<file path="src/rtl/seg_capture_decoder.sv">
// seg_capture_decoder
//   Decodes a two-digit active-low 7-segment display into a hex byte and
//   accepts a reading only after it has been seen on STABLE_TICKS
//   consecutive sample ticks.
//
// Parameters
//   STABLE_TICKS  consecutive identical samples required to accept (1..15)
//
// Ports
//   clock   rising-edge clock
//   reset   asynchronous active-high reset
//   tick    sample strobe; each high cycle is one sample
//   seg0    low digit, active-low segments, bit0=a .. bit6=g
//   seg1    high digit, same mapping
//   value   last accepted reading {digit1, digit0}
//   valid   one-cycle pulse when value updates
//   error   one-cycle pulse when a sample holds an undecodable pattern
//   locked  high while in LOCKED
module seg_capture_decoder #(
  parameter int unsigned STABLE_TICKS = 3
) (
  input  logic       clock,
  input  logic       reset,
  input  logic       tick,
  input  logic [6:0] seg0,
  input  logic [6:0] seg1,
  output logic [7:0] value,
  output logic       valid,
  output logic       error,
  output logic       locked
);

  typedef enum logic [1:0] {
    IDLE   = 2'd0,
    TRACK  = 2'd1,
    LOCKED = 2'd2
  } state_t;

  localparam logic [4:0] STABLE_W = 5'(STABLE_TICKS);

  state_t     state, state_n;
  logic [7:0] cand, cand_n;
  logic [3:0] cnt, cnt_n;
  logic [7:0] value_n;
  logic       valid_n, error_n;

  logic [4:0] dec0, dec1;
  logic       pair_ok;
  logic [7:0] pair;
  logic [4:0] cnt_inc;
  logic       start_new, accept;

  // Returns {ok, digit}; ok=0 for any pattern outside the table.
  function automatic logic [4:0] decode(input logic [6:0] s);
    case (s)
      7'h40:   decode = 5'h10;
      7'h79:   decode = 5'h11;
      7'h24:   decode = 5'h12;
      7'h30:   decode = 5'h13;
      7'h19:   decode = 5'h14;
      7'h12:   decode = 5'h15;
      7'h02:   decode = 5'h16;
      7'h78:   decode = 5'h17;
      7'h00:   decode = 5'h18;
      7'h18:   decode = 5'h19;
      7'h08:   decode = 5'h1A;
      7'h03:   decode = 5'h1B;
      7'h46:   decode = 5'h1C;
      7'h21:   decode = 5'h1D;
      7'h06:   decode = 5'h1E;
      7'h0E:   decode = 5'h1F;
      default: decode = 5'h00;
    endcase
  endfunction

  always_comb begin
    dec0    = decode(seg0);
    dec1    = decode(seg1);
    pair_ok = dec0[4] & dec1[4];
    pair    = {dec1[3:0], dec0[3:0]};
    cnt_inc = {1'b0, cnt} + 5'd1;
  end

  always_comb begin
    state_n   = state;
    cand_n    = cand;
    cnt_n     = cnt;
    value_n   = value;
    valid_n   = 1'b0;
    error_n   = 1'b0;
    start_new = 1'b0;
    accept    = 1'b0;

    if (tick) begin
      if (!pair_ok) begin
        error_n = 1'b1;
        cnt_n   = '0;
        state_n = IDLE;
      end else begin
        unique case (state)
          IDLE:   start_new = 1'b1;
          TRACK: begin
            if (pair == cand) begin
              cnt_n = cnt_inc[3:0];
              if (cnt_inc == STABLE_W) accept = 1'b1;
            end else begin
              start_new = 1'b1;
            end
          end
          LOCKED: if (pair != value) start_new = 1'b1;
          default: state_n = IDLE;
        endcase

        // A fresh candidate already satisfies a one-sample requirement, so
        // with STABLE_TICKS=1 it is accepted on the spot from any state.
        if (start_new) begin
          cand_n = pair;
          cnt_n  = 4'd1;
          if (STABLE_W == 5'd1) accept = 1'b1;
          else                  state_n = TRACK;
        end

        if (accept) begin
          value_n = pair;
          valid_n = 1'b1;
          state_n = LOCKED;
        end
      end
    end
  end

  always_ff @(posedge clock or posedge reset) begin
    if (reset) begin
      state  <= IDLE;
      cand   <= '0;
      cnt    <= '0;
      value  <= '0;
      valid  <= 1'b0;
      error  <= 1'b0;
      locked <= 1'b0;
    end else begin
      state  <= state_n;
      cand   <= cand_n;
      cnt    <= cnt_n;
      value  <= value_n;
      valid  <= valid_n;
      error  <= error_n;
      locked <= (state_n == LOCKED);
    end
  end

endmodule

</file>
<file path="config.mk">
export PLATFORM = sky130hd
export DESIGN_NAME = seg_capture_decoder
export DESIGN_NICKNAME = d
export VERILOG_FILES = /design/src/rtl/seg_capture_decoder.sv
export SDC_FILE = /design/constraint.sdc
export NUM_CORES = 1
export LEC_CHECK = 0
export ABC_CLOCK_PERIOD_IN_PS = 2470
export CAP_MARGIN = 30
export CORE_MARGIN = 5
export CORE_UTILIZATION = 30
export CTS_CLUSTER_SIZE = 28
export DETAILED_ROUTE_END_ITERATION = 10
export DONT_BUFFER_PORTS = 1
export SYNTH_ARGS = -nofsm -noshare
export SYNTH_HDL_FRONTEND = slang
export SYNTH_SLANG_ARGS = --single-unit
</file>
<file path="constraint.sdc">
create_clock -name clock -period 2.47 [get_ports clock]
set_input_delay 0.3705 -clock clock [delete_from_list [all_inputs] [get_ports clock]]
set_output_delay 0.3705 -clock clock [all_outputs]
set_load 0.01 [all_outputs]
</file>
==> impl_metrics.toml <==
[status]
status = "finished, violations left"
violations = "setup timing"

[logic_synthesis]
seq_area_frac_synth_pct = 28.34
synthAdderAreaFrac_pct = 1.134
syn_area_per_cell_um2 = 9.235
yosys.area.top_type_share_pct = 28.34
yosysTopAreaCell = "dfrtp_1"
synthesis.nets = 258
ys_seq_elements = 25
yosysWarnings = 0
synth_edf_count = 0
ys.flop_type = "dfrtp_1"
muxShareOfSynthArea_pct = 9.297
synthesis.area_um2 = 2207
synth_compound_area_share_pct = 17.97
synth-xor-area-share_pct = 7.086
synth_top_family_by_area = "simple AND/OR/NAND/NOR gates"
synthTopCellsByArea = "dfrtp_1, xor2_1, mux2_4"
synth-simple-area-share_pct = 30.33
yosys.cell_types.count = 71
syn_inst = 239
synthArstFlopShare_pct = 100.0

[cts]
clockBufferDepth = 2
tritoncts = "built"
cts_buffers = 3
path_clk_slew_ns = 0.09
clock-sinks = 25
h-tree-depth = 1
clkLatencyLatePin_ns = 0.27
clockRootBuffer = "clkbuf_8"

[timing]
tightest_slew_ns = 0.4653
post-route-period-util_pct = 106.4
period_needed_ns = 2.629
fmax_mhz = 380.4
worst_slack_ns = -0.1587
finalHoldViolations = 0
fin_skew_ns = 0.009607
maxSlewViolCount = 0
relSlewSlack_pct = 68.56
rsz0062_at_grt = "true"
setup_viol = 18
tns_ns = -1.767

[worst_setup_path]
cp_slowest_cell = "or4b_4"
cp_cell_sequence = "or4b_4 -> or4_4 -> nand4_4 -> xor2_2 -> nor4_4 -> buf_4 -> a31oi_2 -> o21ai_4 -> buf_12 -> mux2_1"
worstSetupPathType = "input port to register"
r2r-start = "value[7]"
critical-path-max-stage-delay_ns = 0.53
required_ns = 2.62
startpoint_type = "input port"
end_kind = "register"
path_max_fanout = 12
critPathLaunch = "seg0[6]"
cp.arrival_ns = 2.78

[cells_and_area]
antenna_cells = 0
final_common_cell = "buf_4"
fin_nets = 291
area_growth_pct = 22.34
drive_gt1_share_pct = 32.10
layout_common_cells = "buf_4, dfrtp_1, nor2_1, nand2_1, xor2_1"

[detailed_routing]
wl_per_cell_um = 15.11
drtPass1Iterations = 4
drc = 0
vias_per_cell = 5.243
wirelength_um = 5592
antenna_left = 0
drtIter0Drc = 124
dr_total_vias = 1940

[global_routing]
globalRouteOverflowTotal = 0
grt_pass1_wl_um = 9177
grtUsageTotal_pct = 12.38
grt_pass1_vias = 1937
grt_max_degree = 26
antenna_found_initial = 0

[placed_design]
portBuffers = 0
gp_congestion = 0.8461
dp_hpwl_um = 4119

[die]
rows = 31
die_w_um = 95.78
core_um2 = 7214
pin_count = 28
dieArea_um2 = 9173
start_util_pct = 30.59
fp.dieH_um = 95.78

[flow_run]
max_cap_viol_count = 0

[pwr]
power.total_mw = 0.9044
vdd_drop_max_uv = 115.0
p_leak_nw = 1.233
p_per_area_nw_per_um2 = 335.0

[worst_hold_path]
hold_path_class = "input port to asynchronous set/reset pin"
cells by family after synthesis:
group	count (synthesis)
adders and majority gates	2
AOI/OAI and AO/OA	49
xor gates and xnor gates	17
DFF	25
muxes	16
buffers and inverters	26
and+or+nand+nor	104
per-stage QoR:
| stage | hold WS (ns) | instance area, um2 | utilization, % | cells | setup WS [ns] |
|---|---|---|---|---|---|
| 2_1_floorplan | 0.3978 | 2221 | - | 239 | -0.3528 |
| 3_3_place_gp | 0.3353 | 2509 | 34.77 | 357 | -0.4312 |
| 3_5_place_dp | 0.3423 | 2509 | 34.77 | 357 | -0.4964 |
| 4_1_cts | 0.04812 | 2670 | 37.01 | 370 | -0.09076 |
| 5_1_grt | 0.05989 | 2700 | 37.43 | 370 | -0.2034 |
| 6_report | 0.03218 | 2700 | 37.43 | 370 | -0.1587 |
cell type report:
cell class	instances	area, um2
clock buffer	4	45.04
fill	763	4514
inverter	12	45.04
multi-input combinational	188	1525
sequential	25	625.6
tap	99	123.9
timing repair buffer	42	335.3
power breakdown:
group          total (mW)  internal (mW)  switching (mW)
sequential          0.433          0.421          0.0121
combinational       0.230          0.123           0.107
clock               0.242          0.115           0.126
routing by layer:
layer / track usage, % / up-vias / part of all wire, %
met5: 0 / - / 0
met4: 2.844 / 0 / 1.6
met3: 1.720 / 7 / 3.4
met2: 22.18 / 25 / 50
met1: 15.67 / 941 / 45
li1: - / 967 / -
path summary, 6_finish.rpt:
path / end / slack (ns) / depth (start not counted)
max: cand[7] / -0.16 / 10
min: valid / 0.03 / 2
max in group asynchronous: cand[7] / 2.19 / 2
max reg2reg: cand[7] / 0.39 / 7
min in group clock: state[0] / 0.19 / 1
min reg2reg: cand[5] / 0.53 / 1
cell usage after synthesis (all sizes together), types with 2 or more instances:
| cell type | count |
|---|---|
| inv | 12 |
| nand3 | 10 |
| a21o | 2 |
| buf | 13 |
| a21oi | 7 |
| nor2b | 4 |
| o31ai | 2 |
| mux2 | 15 |
| a22o | 2 |
| nor3 | 12 |
| and3b | 3 |
| nor4 | 7 |
| a31oi | 4 |
| nor4bb | 4 |
| o21ai | 11 |
| ha | 2 |
| or3 | 3 |
| and3 | 5 |
| xnor2 | 3 |
| and4b | 2 |
| nor4b | 2 |
| nand2 | 14 |
| a2bb2oi | 2 |
| nand4 | 4 |
| o211ai | 2 |
| nor2 | 14 |
| a32oi | 3 |
| o32ai | 2 |
| and2 | 2 |
| nor3b | 6 |
| dfrtp | 25 |
| nand2b | 3 |
| xor2 | 14 |
worst max-delay path: cells and delay by family:
family                 cells  cell delay (ns)
AO/OA/AOI/OAI              2             0.40
buffers and inverters      2             0.30
multiplexers               1             0.31
AND/OR/NAND/NOR            4             1.18
XOR/XNOR                   1             0.22
repair_timing:
item | 4_1_cts | 5_1_grt
setup endpoints to repair | 15 | 22
hold buffers | 0 | 0
pin swaps | 3 | 1
endpoints found under the hold margin | 0 | 0
resized for setup | 7 | 5
setup buffers | 9 | 0
state kept, by name, summed over array words and instances, names as in the netlist:
name and flops:
cnt 4, cand 8, state 2, locked 1, valid 1, value 8, error 1
(Power assumes the default switching activity.)
